`config.mk`:
```
export PLATFORM = sky130hd
export DESIGN_NAME = dcache_ctrl
export DESIGN_NICKNAME = d
export VERILOG_FILES = /design/src/rtl/dcache_pkg.sv /design/src/rtl/dcache_array.sv /design/src/rtl/dcache_ctrl.sv
export SDC_FILE = /design/constraint.sdc
export NUM_CORES = 1
export LEC_CHECK = 0
export CAP_MARGIN = 10
export CORE_MARGIN = 5
export CORE_UTILIZATION = 45
export CTS_BUF_LIST = sky130_fd_sc_hd__clkbuf_8
export DETAILED_ROUTE_END_ITERATION = 12
export HOLD_SLACK_MARGIN = 0.12
export PLACE_DENSITY_LB_ADDON = 0.05
export SYNTH_ARGS = -nofsm -noshare
export SYNTH_HDL_FRONTEND = slang
export SYNTH_HIERARCHICAL = 1
export SYNTH_SLANG_ARGS = --single-unit
export TNS_END_PERCENT = 1
```
`constraint.sdc`:
```
create_clock -name clk -period 6.95 [get_ports clk]
set_clock_uncertainty 0.2 [all_clocks]
set_input_delay 1.0425 -clock clk [delete_from_list [all_inputs] [get_ports clk]]
set_output_delay 1.0425 -clock clk [all_outputs]
set_load 0.05 [all_outputs]
```
`src/rtl/dcache_pkg.sv`:
```
// Shared types and width helpers for the direct-mapped data cache.
package dcache_pkg;

    typedef enum logic [1:0] {
        IDLE,
        WB,
        FILL,
        CMPL
    } state_e;

    localparam int ADDR_W    = 16;
    localparam int DEF_LINES = 8;
    localparam int DEF_WPL   = 4;

    function automatic int ofs_w(input int wpl);
        return $clog2(wpl);
    endfunction

    function automatic int idx_w(input int lines);
        return $clog2(lines);
    endfunction

    // Byte-address bit 0 is never part of a field.
    function automatic int tag_w(input int lines, input int wpl);
        return ADDR_W - 1 - $clog2(wpl) - $clog2(lines);
    endfunction

endpackage

```
`src/rtl/dcache_array.sv`:
```
// Tag/valid/dirty/data storage: asynchronous read, synchronous write.
module dcache_array
    import dcache_pkg::*;
#(
    parameter int LINES = DEF_LINES,
    parameter int WPL   = DEF_WPL,
    localparam int OW   = ofs_w(WPL),
    localparam int IW   = idx_w(LINES),
    localparam int TW   = tag_w(LINES, WPL)
) (
    input  logic          clk,
    input  logic          rst,
    input  logic [IW-1:0] idx_i,
    input  logic [OW-1:0] ofs_i,
    output logic          valid_o,
    output logic          dirty_o,
    output logic [TW-1:0] tag_o,
    output logic [15:0]   rdata_o,
    input  logic          we_i,
    input  logic [15:0]   wdata_i,
    input  logic          dirty_set_i,
    input  logic          line_set_i,
    input  logic [TW-1:0] tag_i
);

    logic [LINES-1:0] valid_q;
    logic [LINES-1:0] dirty_q;
    logic [TW-1:0]    tag_q  [LINES];
    logic [15:0]      data_q [LINES][WPL];

    assign valid_o = valid_q[idx_i];
    assign dirty_o = dirty_q[idx_i];
    assign tag_o   = tag_q[idx_i];
    assign rdata_o = data_q[idx_i][ofs_i];

    always_ff @(posedge clk or posedge rst) begin
        if (rst) begin
            valid_q <= '0;
            dirty_q <= '0;
        end else if (line_set_i) begin
            valid_q[idx_i] <= 1'b1;
            dirty_q[idx_i] <= 1'b0;
        end else if (dirty_set_i) begin
            dirty_q[idx_i] <= 1'b1;
        end
    end

    always_ff @(posedge clk) begin
        if (line_set_i)
            tag_q[idx_i] <= tag_i;
        if (we_i)
            data_q[idx_i][ofs_i] <= wdata_i;
    end

endmodule

```
`src/rtl/dcache_ctrl.sv`:
```
// Write-back, write-allocate data cache with miss-handling FSM.
module dcache_ctrl
    import dcache_pkg::*;
#(
    parameter int LINES = DEF_LINES,
    parameter int WPL   = DEF_WPL
) (
    input  logic        clk,
    input  logic        rst,
    input  logic [15:0] Addr,
    input  logic [15:0] DataIn,
    input  logic        Rd,
    input  logic        Wr,
    output logic [15:0] DataOut,
    output logic        Done,
    output logic        Stall,
    output logic        CacheHit,
    output logic        err,
    output logic [15:0] mem_addr,
    output logic [15:0] mem_wdata,
    output logic        mem_rd,
    output logic        mem_wr,
    input  logic [15:0] mem_rdata,
    input  logic        mem_ack
);

    localparam int OW = ofs_w(WPL);
    localparam int IW = idx_w(LINES);
    localparam int TW = tag_w(LINES, WPL);
    localparam logic [OW-1:0] K_LAST = OW'(WPL - 1);

    state_e        state_q, state_d;
    logic [OW-1:0] k_q, k_d;
    logic [14:0]   addr_q, addr_d;
    logic [15:0]   data_q, data_d;
    logic          wr_q, wr_d;

    logic [14:0]   w;
    logic [IW-1:0] idx;
    logic [OW-1:0] ofs;
    logic [TW-1:0] tag;
    logic          req, hit;

    logic          a_valid, a_dirty, a_we, a_dset, a_lset;
    logic [TW-1:0] a_tag;
    logic [15:0]   a_rdata, a_wdata;

    // Live request fields in IDLE, latched ones while a miss is serviced.
    assign w   = (state_q == IDLE) ? Addr[15:1] : addr_q;
    assign idx = w[OW+IW-1:OW];
    assign tag = w[14:OW+IW];
    assign ofs = (state_q == WB || state_q == FILL) ? k_q : w[OW-1:0];

    assign req = Rd | Wr;
    assign err = (state_q == IDLE) && ((Rd & Wr) || (req && Addr[0]));
    assign hit = a_valid && (a_tag == tag);

    dcache_array #(
        .LINES(LINES),
        .WPL  (WPL)
    ) u_array (
        .clk        (clk),
        .rst        (rst),
        .idx_i      (idx),
        .ofs_i      (ofs),
        .valid_o    (a_valid),
        .dirty_o    (a_dirty),
        .tag_o      (a_tag),
        .rdata_o    (a_rdata),
        .we_i       (a_we),
        .wdata_i    (a_wdata),
        .dirty_set_i(a_dset),
        .line_set_i (a_lset),
        .tag_i      (tag)
    );

    always_ff @(posedge clk or posedge rst) begin
        if (rst) begin
            state_q <= IDLE;
            k_q     <= '0;
            addr_q  <= '0;
            data_q  <= '0;
            wr_q    <= 1'b0;
        end else begin
            state_q <= state_d;
            k_q     <= k_d;
            addr_q  <= addr_d;
            data_q  <= data_d;
            wr_q    <= wr_d;
        end
    end

    always_comb begin
        state_d   = state_q;
        k_d       = k_q;
        addr_d    = addr_q;
        data_d    = data_q;
        wr_d      = wr_q;
        Done      = 1'b0;
        Stall     = 1'b0;
        CacheHit  = 1'b0;
        DataOut   = '0;
        mem_rd    = 1'b0;
        mem_wr    = 1'b0;
        mem_addr  = '0;
        mem_wdata = '0;
        a_we      = 1'b0;
        a_wdata   = DataIn;
        a_dset    = 1'b0;
        a_lset    = 1'b0;
        unique case (state_q)
            IDLE: begin
                if (req && !err) begin
                    if (hit) begin
                        Done     = 1'b1;
                        CacheHit = 1'b1;
                        if (Wr) begin
                            a_we   = 1'b1;
                            a_dset = 1'b1;
                        end else begin
                            DataOut = a_rdata;
                        end
                    end else begin
                        addr_d  = Addr[15:1];
                        data_d  = DataIn;
                        wr_d    = Wr;
                        state_d = (a_valid && a_dirty) ? WB : FILL;
                    end
                end
            end
            WB: begin
                Stall     = 1'b1;
                mem_wr    = 1'b1;
                mem_addr  = {a_tag, idx, k_q, 1'b0};
                mem_wdata = a_rdata;
                if (mem_ack) begin
                    k_d = k_q + 1'b1;
                    if (k_q == K_LAST)
                        state_d = FILL;
                end
            end
            FILL: begin
                Stall    = 1'b1;
                mem_rd   = 1'b1;
                mem_addr = {tag, idx, k_q, 1'b0};
                if (mem_ack) begin
                    a_we    = 1'b1;
                    a_wdata = mem_rdata;
                    k_d     = k_q + 1'b1;
                    if (k_q == K_LAST) begin
                        a_lset  = 1'b1;
                        state_d = CMPL;
                    end
                end
            end
            CMPL: begin
                Done    = 1'b1;
                state_d = IDLE;
                if (wr_q) begin
                    a_we    = 1'b1;
                    a_wdata = data_q;
                    a_dset  = 1'b1;
                end else begin
                    DataOut = a_rdata;
                end
            end
            default: state_d = IDLE;
        endcase
    end

endmodule
```
* Word-level counts from Yosys, hierarchy flattened
Memory sizes are Yosys's and may differ from the RTL's. Index checks and enable logic that the tools add are counted.
Word-level totals: RAM bits 592, output and inout bits 54, register bits after elaboration 52, input port bits 53, memories 2, word-level logic and storage cells 103
Cells by class: order comparisons 4, eq/ne operators 11, $add $sub $neg 1, bitwise gates (word level) 8, reductions and logical operators 16, muxes and demuxes 54
Memory list:
- u_array.data_q | words 8, bits a word 64, read ports 1, clocked after Yosys merged registers in 0, wr ports 1, line dcache_array.sv:29 | logic [15:0] data_q [LINES][WPL];
- u_array.tag_q | words 8, bits a word 10, read ports 1, clocked after Yosys merged registers in 0, wr ports 1, line dcache_array.sv:28 | logic [TW-1:0] tag_q [LINES];
Operators by type and width (count):
- $mux W16 | 10
- $pmux W16 S2 | 3
- $mux W64 | 1
- $bmux W16 S2 | 1
- $demux W16 S2 | 1
- $mux W1 | 20
- $mux W2 | 8
- $mux W8 | 2
- $or A8 B8 Y8 | 2
- $mux W15 | 1
- $eq A10 B10 Y1 | 1
- $and A8 B8 Y8 | 1
- $not A8 Y8 | 1
- $pmux W2 S4 | 1
- $logic_and A1 B1 Y1 | 7
- $bmux W1 S3 | 2
- $eq A2 B2 Y1 const B | 3
- $ne A2 B1 Y1 const B | 3
- $ne A2 B2 Y1 const B | 3
- $reduce_and A6 Y1 | 1
- $lt A3 B4 Y1 const B | 1
- $pmux W1 S2 | 2
- $demux W1 S3 | 1
- $ge A3 B1 Y1 const B | 1
- 16 further kinds | 17

* Logic depth before layout (Yosys ltp)
Gate-level depths: netlist (run 1).
word-level depth 11, gate-level depth with buffers 20, depth with buffers taken out 14

* Cells and area by module
Netlist (run 1), hierarchy kept.
By module, submodules not included:
- dcache_array | sequential area each 18177.4 um^2, cells an instance 1350, instances 1, area an instance 24124.4 um^2
- dcache_ctrl | sequential area each 900.9 um^2, cells an instance 411, instances 1, area an instance 3290.7 um^2

* Worst setup path after synthesis (run 1)
OpenSTA, ideal clock, no wires.
kind flip-flop to output port, start register state_q[0], end output port DataOut[0], buffers on the path 4, required time 5.707 ns, data arrival time 4.668 ns, slack 1.040 ns, stages on the path, launching flop included 16, cell sequence dfrtp_1 > inv_1 > ha_1 > buf_6 > clkbuf_1 > mux2_2 > buf_4 > and2_1 > buf_4 > a211oi_2 > a21oi_1 > a221o_1 > xor2_1 > nor4b_4 > nand4_1 > a21boi_0
On the way: elaborated cells between the ends (all ways) 25, classes of those cells eq/ne (4); mux (12); bitwise (1); reduce/logical (6); memory (2)
RTL lines:
- from (decl) | line dcache_ctrl.sv:32 | state_e state_q, state_d;
- from (signal assigned) | line dcache_ctrl.sv:85 | state_q <= state_d;
- $logic_not A2 Y1 | line dcache_ctrl.sv:49 | assign w = (state_q == IDLE) ? Addr[15:1] : addr_q;
- $mux W15 | line dcache_ctrl.sv:49
- net w[4] | line dcache_ctrl.sv:38 | logic [14:0] w;
- $mem_v2 Z8 W10
- net a_tag[1] | line dcache_ctrl.sv:45 | logic [TW-1:0] a_tag;
- $eq A10 B10 Y1 | line dcache_ctrl.sv:56 | assign hit = a_valid && (a_tag == tag);
- $logic_and A1 B1 Y1 | line dcache_ctrl.sv:56
- $mux W16 | line dcache_ctrl.sv:114 | if (hit) begin
- $mux W16 | line dcache_ctrl.sv:113 | if (req && !err) begin
- $pmux W16 S2 | line dcache_ctrl.sv:111 | unique case (state_q)
- to (decl) | line dcache_ctrl.sv:14 | output logic [15:0] DataOut,
The timed path passes the listed nets, and every way through them passes these cells. The select of a mux whose other input is x is not followed.

* Final worst setup path (run 1)
start register state_q[0], end output port mem_wdata[10]
On the way: longest elaborated chain between the ends 8, elaborated cells between the ends (all ways) 12, classes of those cells eq/ne (2); mux (6); bitwise (1); reduce/logical (2); memory (1)
RTL lines:
- $logic_not A2 Y1 (tied with other cells) | line dcache_ctrl.sv:49
- $mux W15 or $logic_or A1 B1 Y1 (tied branches) | line dcache_ctrl.sv:49, dcache_ctrl.sv:52
- $mux W2 * | line dcache_ctrl.sv:52 | assign ofs = (state_q == WB || state_q == FILL) ? k_q : w[OW-1:0];
- net ofs[0] | line dcache_ctrl.sv:40 | logic [OW-1:0] ofs;
- $not A2 Y3 (implied by the code) * | line dcache_array.sv:34 | assign rdata_o = data_q[idx_i][ofs_i];
- $bmux W16 S2 * | line dcache_array.sv:34
- $mux W16 (implied by the code) * (2 in a row) | line dcache_array.sv:34
- net a_rdata[10] | line dcache_ctrl.sv:46 | logic [15:0] a_rdata, a_wdata;
- $mux W16 * | line dcache_ctrl.sv:111
- to (decl) | line dcache_ctrl.sv:20 | output logic [15:0] mem_wdata,
The timed path passes the listed nets; every way through them passes the cells marked *. The select of a mux whose other input is x is not followed.

==> impl_metrics.env, run 1 <==
export IMPL_cap_violations=0
export IMPL_final_area_mm2=0.0316
export IMPL_syn_inst=1761
export IMPL_power_switching_w=0.00682
export IMPL_finalNetCount=2000
export IMPL_ys_top_cells_by_count="edfxtp_1 (592), mux2i_1 (270), a22oi_1 (110), nand2_1 (99), nor2_1 (61)"
export IMPL_drt_total_wl_mm=76.0
export IMPL_nFillCells=5023
export IMPL_grt_pass1_vias=16268
export IMPL_top_layer="met4"
export IMPL_comb_power_share_pct=47.1
export IMPL_cts_sinks=644
export IMPL_clk_latency_ns=0.72
export IMPL_dieArea_mm2=0.0660
export IMPL_p_leak_nw=11.0
export IMPL_ys_types=67
export IMPL_drc=0
export IMPL_multi_input_area_mm2=0.00746
export IMPL_grt_start_max_net_pins=66
export IMPL_internal_power_w=0.00921
export IMPL_pin_count=107
export IMPL_synth_top_area_share_pct=64.8
export IMPL_finalSetupViolCount=0
export IMPL_p_per_area_mw_per_mm2=507
export IMPL_core_area_mm2=0.0604
export IMPL_worst_ep_required_time_ns=5.71
export IMPL_overflow=0
export IMPL_r2r_setup_slack_ns=1.26
export IMPL_cts_root_buffer="clkbuf_8"
export IMPL_hold_violations=0
export IMPL_synth_edf_count=592
export IMPL_start_util_pct=45.4
export IMPL_h_tree_depth=3
export IMPL_clkSlewWorstSetupHoldPaths_ns=0.06
export IMPL_crit_path_end_kind="primary output"
export IMPL_routedWlPerCell_um=27.0
export IMPL_ys_seq_area_share_pct=69.6
export IMPL_min_period_ns=6.32
export IMPL_regArea_mm2=0.0191
export IMPL_synth_main_ff_cell="edfxtp_1"
export IMPL_wl_met2_mm=36.8
export IMPL_cts_inserted_buffers=108
export IMPL_track_usage_pct=22.6
export IMPL_via_count=16126
export IMPL_drive_gt1_share_pct=15.6
export IMPL_drt_pass1_iterations=6
export IMPL_fmax_mhz=158
export IMPL_syn2layout_area_growth_pct=15.3
export IMPL_clkPwrFrac_pct=19.8
export IMPL_synthArstFlopShare_pct=8.07
export IMPL_netlist_area_mm2=0.0274
export IMPL_ys_warn_count=6
export IMPL_avgSynthCellArea_um2=15.6
export IMPL_finalCritPeriodShare_pct=90.9
export IMPL_min_path_type="flop to flop"
export IMPL_postRouteAntennaNets=0
export IMPL_avgViaCountPerCell=5.73
export IMPL_gp_congestion=0.800
export IMPL_drt_met1_wl_mm=33.1
export IMPL_drtIter0Drc=1376
export IMPL_ir_worst_vdd_mv=0.459
export IMPL_swShare_pct=42.6
export IMPL_wl_met3_mm=4.26
export IMPL_cts_tree="built"
export IMPL_worstMarginPinSlew_ns=1.07
export IMPL_startpoint_type="flop"
export IMPL_antenna_found_initial=1
export IMPL_relSlewSlack_pct=28.6
export IMPL_arrival_ns=5.08
export IMPL_std_cell_rows=90
export IMPL_critPathKind="flop to primary output"
export IMPL_setup_tns_ns=0
export IMPL_cts_resized=0
export IMPL_clockBufferDepth=3
export IMPL_status="complete, no violations"
export IMPL_grt_pass1_wl_mm=111
export IMPL_rsz0062_at_grt="false"
export IMPL_slew_viol_final=0
export IMPL_synth_top_cells_by_area="edfxtp_1 (65%), mux2i_1 (9.9%), dfrtp_1 (4.7%)"
export IMPL_ys_ff_latch=644
export IMPL_holdBufCountCts=0
export IMPL_chipWidth_um=257
export IMPL_whs_ns=0.260
export IMPL_fp_dieH_um=257
export IMPL_hpwl_mm=46.7
export IMPL_synth_most_common_cell="edfxtp_1"
export IMPL_syn_num_nets=1820
export IMPL_p_seq_share_pct=33.1
export IMPL_crit_path_max_fanout=27
export IMPL_yosys_area_top_type="edfxtp_1"
export IMPL_io_buffer_count=105
export IMPL_post_cts_buffers=0
export IMPL_place_area_mm2=0.0296
## worst paths after layout
kind / from / endpoint / cells past startpoint
worst max-delay path: state_q[0] / mem_wdata[10] / 12
worst min-delay path: u_array/valid_q[3] / u_array/valid_q[3] / 1
worst max register to register: state_q[0] / u_array/data_q[4][16] / 15
worst min register to register: u_array/valid_q[3] / u_array/valid_q[3] / 1
max in group asynchronous: rst / async pin / 2
min in group asynchronous: rst / u_array/valid_q[1] / 2
## power by group through the flow
stage / Sequential (W) / Clock [W] / Combinational (W)
after detailed placement: 0.00538 / 0 / 0.00762
after global placement: 0.00536 / 0 / 0.00758
after floorplan: 0.00533 / 0 / 0.00484
after global routing: 0.00533 / 0.00345 / 0.00800
final: 0.00530 / 0.00318 / 0.00755
after CTS: 0.00530 / 0.00326 / 0.00764
## final cells by class
cell class                 count  area share, %
tap                          782           3.10
timing repair buffer         190           6.27
clock buffer                 110           4.79
inverter                      16          0.190
multi-input combinational    981           23.6
sequential                   644           60.4
clock inverter                91           1.68
antenna                        1        0.00792
## registers in the layout, indices dropped and copies added (netlist names), named ones only
name,count
addr_q,15
data_q,16
k_q,2
state_q,2
u_array/data_q,512
u_array/tag_q,80
u_array/valid_q,8
wr_q,1
## layout by cell type (no fill, tap or decap), types with 16 or more instances in the layout
cell             netlist  final
mux2_2                26     25
buf_12                 8     27
clkinv_1               0     29
a21oi_1               37     37
nor2_1                61     57
edfxtp_1             592    592
o211ai_1              24     24
a31oi_1               20     20
clkbuf_8               0    110
and2_1                35     34
buf_4                  9     76
inv_1                 15     48
nand2_1               99     90
nand4_1               40     40
nor2b_1               17     16
clkdlybuf4s50_1        0     87
a22o_1                34     34
a22oi_1              110    110
mux2i_1              270    270
nand3_1               48     48
dfrtp_1               52     52
## critical path, cell delays in order (launching register included)
cell and delay [ns]:
dfrtp_1 0.41, inv_1 0.14, ha_1 0.35, buf_4 0.40
mux2i_1 0.27, o21ai_2 0.12, nand2b_1 0.66, nor3_1 0.66
a31oi_1 0.09, buf_4 0.19, nand3_1 0.09, and2_1 0.14
clkdlybuf4s50_1 0.83
## metal layers
layer / global-route usage [%] / vias up
met5: 0 / -
met4: 6.07 / 0
met3: 4.41 / 93
met2: 36.5 / 529
met1: 31.7 / 8210
li1: - / 7294
## kinds of logic after synthesis
logic type | count (synthesis) | synth area share (%)
mux | 304 | 11.4
buf+inv | 136 | 3.53
other cells | 1 | 0.0137
flops | 644 | 69.6
xor+xnor | 12 | 0.383
fa+ha+maj | 6 | 0.274
compound gates | 299 | 7.94
simple gates | 359 | 6.85
## through the flow
step | total power [W] | utilization, % | setup WS, ns | instances
after floorplan | 0.0102 | - | 1.04 | 1761
after global placement | 0.0129 | 49.0 | 0.638 | 2613
after detailed placement | 0.0130 | 49.0 | 0.599 | 2613
after CTS | 0.0162 | 52.4 | 0.620 | 2814
after global routing | 0.0168 | 52.4 | 0.389 | 2815
final | 0.0160 | 52.4 | 0.631 | 2815
(Power assumes the default switching activity.)
==> run 2: changes to the inputs <==
--- a/config.mk
+++ b/config.mk
@@ -10,10 +10,10 @@
 export CORE_UTILIZATION = 45
 export CTS_BUF_LIST = sky130_fd_sc_hd__clkbuf_8
 export DETAILED_ROUTE_END_ITERATION = 12
+export GPL_TIMING_DRIVEN = 0
 export HOLD_SLACK_MARGIN = 0.12
 export PLACE_DENSITY_LB_ADDON = 0.05
 export SYNTH_ARGS = -nofsm -noshare
 export SYNTH_HDL_FRONTEND = slang
-export SYNTH_HIERARCHICAL = 1
 export SYNTH_SLANG_ARGS = --single-unit
 export TNS_END_PERCENT = 1
==> run 2 against run 1 <==
The flow now finishes with violations (setup timing). Routed wire length increased by 20%. First-iteration DRC count increased by 60%. Area after synthesis decreased by 5.4%. Synthesized cell count decreased by 2.3%. Sequential power increased by 1%. Combinational power increased by 4.8%. Core utilization increased by 2.3 points. Final area decreased by 0.74%. Non-clock buffer count increased by 108. Sequential share of layout area increased by 0.45 points. Worst hold slack improved by 0.0090 ns. Via count increased by 10%. Highest routed layer is now met5.
==> impl_metrics.env, run 2 <==
export IMPL_status="complete, but fails checks"
export IMPL_violations="setup timing"
export IMPL_drt_pass1_iterations=5
export IMPL_gp_congestion=0.868
export IMPL_fp_dieH_um=250
export IMPL_min_from="u_array.valid_q[4]"
export IMPL_cts_tree="built"
export IMPL_via_count=17795
export IMPL_drt_total_wl_mm=91.2
export IMPL_holdBufCountCts=0
export IMPL_max_stage_delay_ns=0.82
export IMPL_synthSimpleGateAreaFrac_pct=6.65
export IMPL_grt_pass1_vias=17445
export IMPL_post_route_util_pct=54.7
export IMPL_cts_sinks=644
export IMPL_worstMarginPinSlew_ns=1.31
export IMPL_synth_fa_ha_area_share_pct=0.290
export IMPL_syn_inst=1721
export IMPL_p_leak_nw=10.6
export IMPL_finalSetupViolCount=3
export IMPL_synth_compound_area_share_pct=12.9
export IMPL_top_regs="u_array.data_q: 512 flops, u_array.tag_q: 80 flops, data_q: 16 flops"
export IMPL_crit_path_max_fanout=10
export IMPL_largest_reg_flops=512
export IMPL_avgSynthCellArea_um2=15.1
export IMPL_startpoint_type="input port"
export IMPL_core_area_mm2=0.0574
export IMPL_clkPwrFrac_pct=19.1
export IMPL_cts_inserted_buffers=107
export IMPL_setup_slack_ns=-0.132
export IMPL_swShare_pct=45.7
export IMPL_pin_count=107
export IMPL_comb_power_share_pct=48.2
export IMPL_worst_ep_required_time_ns=5.71
export IMPL_h_tree_depth=3
export IMPL_yosys_area_top_type="edfxtp_1"
export IMPL_cap_violations=0
export IMPL_avgViaCountPerCell=6.23
export IMPL_synth_top_cells_by_area="edfxtp_1 (69%), dfrtp_1 (5.0%), o22ai_1 (3.7%)"
export IMPL_drive_gt1_share_pct=19.6
export IMPL_layout_common_cells="edfxtp_1 (592), nand2_1 (172), o22ai_1 (154), clkbuf_8 (109), nor2_1 (95)"
export IMPL_synth_edf_count=592
export IMPL_synth_most_common_cell="edfxtp_1"
export IMPL_hold_violations=0
export IMPL_ys_ff_latch=644
export IMPL_top_register="u_array.data_q"
export IMPL_ys_types=76
export IMPL_ys_top_cells_by_count="edfxtp_1 (592), nand2_1 (173), o22ai_1 (154), nor2_1 (96), clkbuf_1 (76)"
export IMPL_routedWlPerCell_um=31.9
export IMPL_hpwl_mm=61.4
export IMPL_dieArea_mm2=0.0625
export IMPL_fmax_mhz=141
export IMPL_antenna_found_initial=3
export IMPL_critPathTopFamily="buffers and inverters"
export IMPL_grt_pass1_wl_mm=128
export IMPL_drtIter0Drc=2207
export IMPL_power_switching_w=0.00751
export IMPL_syn_num_nets=1780
export IMPL_synth_main_ff_cell="edfxtp_1"
export IMPL_slew_viol_final=0
export IMPL_syn2layout_area_growth_pct=21.0
export IMPL_relSlewSlack_pct=12.6
export IMPL_netlist_area_mm2=0.0259
export IMPL_slowest_stage="clkdlybuf4s50_1"
export IMPL_cts_root_buffer="clkbuf_8"
export IMPL_layout_commonest_cell="edfxtp_1"
export IMPL_io_buffer_count=103
export IMPL_p_per_area_mw_per_mm2=523
export IMPL_synth_xor_area_share_pct=0.203
export IMPL_setup_tns_ns=-0.284
export IMPL_overflow=0
export IMPL_drc=0
export IMPL_grt_start_max_net_pins=35
export IMPL_finalNetCount=2061
export IMPL_min_period_ns=7.08
export IMPL_crit_path_end_kind="primary output"
export IMPL_synth_mux_area_fraction_pct=3.83
export IMPL_finalCritPeriodShare_pct=102
export IMPL_cp_num_buf_inv=7
export IMPL_critPathKind="input port to primary output"
export IMPL_internal_power_w=0.00891
export IMPL_chipWidth_um=250
export IMPL_ys_seq_area_share_pct=73.6
export IMPL_synth_top_family_by_area="compound AO/OA/AOI/OAI gates"
export IMPL_clockBufferDepth=3
export IMPL_min_path_type="flop to flop"
export IMPL_track_usage_pct=28.3
export IMPL_path_cells="clkdlybuf4s50_1 > mux2_4 > buf_2 > buf_2 > buf_2 > buf_2 > clkbuf_4 > nand2_1 > nand3_1 > o221ai_1 > o41ai_1 > a21oi_1 > nor2_1 > clkdlybuf4s50_1"
export IMPL_r2r_start="state_q[1]"
export IMPL_start_util_pct=45.2
export IMPL_rr_worst_depth=12
export IMPL_clk_latency_ns=0.73
export IMPL_clkSlewWorstSetupHoldPaths_ns=0.06
export IMPL_hold_end="u_array.valid_q[4]"
export IMPL_r2r_setup_slack_ns=0.99
export IMPL_synthArstFlopShare_pct=8.07
export IMPL_hold_depth=1
export IMPL_r2r_end="u_array.data_q[2][0]"
export IMPL_cp_common_cell="buf_2"
export IMPL_ir_worst_vdd_mv=0.360
export IMPL_arrival_ns=5.84
export IMPL_p_seq_share_pct=32.7
export IMPL_synth_top_area_share_pct=68.6
export IMPL_ys_warn_count=0
export IMPL_std_cell_rows=88
export IMPL_rsz0062_at_grt="true"
export IMPL_postRouteAntennaNets=0
[run 2: cell count changes after synthesis, moves of 34 or more]
cell      change
mux2i_1     -233
o22ai_1     +150
a22oi_1      -99
nand2_1      +74
clkbuf_1     +39
nand4_1      -37
nor2_1       +35
a22o_1       -34
[run 2: power by group through the flow]
stage | Sequential (W) | Combinational, W | Clock, W
2_1_floorplan | 0.00540 | 0.00401 | 0
3_3_place_gp | 0.00547 | 0.00711 | 0
3_5_place_dp | 0.00546 | 0.00754 | 0
4_1_cts | 0.00538 | 0.00765 | 0.00315
5_1_grt | 0.00539 | 0.00819 | 0.00335
6_report | 0.00537 | 0.00791 | 0.00314
[run 2: how the worst max path moves through the flow]
| stage | startpoint | end | slack (ns) | cells past startpoint |
|---|---|---|---|---|
| final | Addr[3] | mem_wdata[15] | -0.13 | 14 |
| after global routing | state_q[0] | mem_wdata[15] | -0.28 | 14 |
| after CTS | state_q[0] | mem_wdata[12] | -0.17 | 15 |
| after detailed placement | Addr[3] | DataOut[8] | -1.0 | 13 |
| after global placement | Addr[3] | u_array.data_q[6][58] | -4.68 | 10 |
| after floorplan | Addr[5] | u_array.data_q[4][16] | 0.47 | 11 |
[run 2: routing by layer]
metal | global-route usage, % | share of wire (%) | wire length (um)
met2 | 45.9 | 48 | 43400
met5 | 0 | 0.014 | 13
met4 | 11.1 | 3.8 | 3430
met1 | 38.1 | 39 | 36000
met3 | 5.69 | 9.2 | 8440
[run 2: cell families after synthesis]
logic type / count (synthesis)
DFF: 644
and+or+nand+nor: 376
AOI/OAI and AO/OA: 453
adders and majority gates: 6
other: 1
muxes: 91
buffers and inverters: 144
xor gates and xnor gates: 6
[run 2: final cells by class]
cell class,count,area [um^2]
plain buffers,126,708
flip-flops and latches,644,19100
diodes,2,5.00
fillers,4716,26000
inverters,18,67.6
clock inverters,89,470
well taps,765,957
multi-input cells,933,6670
repair buffers,172,1930
clock buffers,108,1490
[run 2: what timing repair did]
action	4_1_cts	5_1_grt
resized for setup	97	40
pin swaps	1	0
setup endpoints to repair	34	28
setup buffers	2	0
[run 2: metrics by stage]
step                      hold WS [ns]  area, um^2  cells  setup slack (ns)  power (W)
after global placement           0.251       27900   2589             -4.68     0.0126
after CTS                        0.271       31200   2848            -0.169     0.0162
after global routing             0.287       31400   2856            -0.284     0.0169
final                            0.269       31400   2857            -0.132     0.0164
after floorplan                  0.227       25900   1721             0.474    0.00941
after detailed placement         0.255       29000   2649            -0.997     0.0130
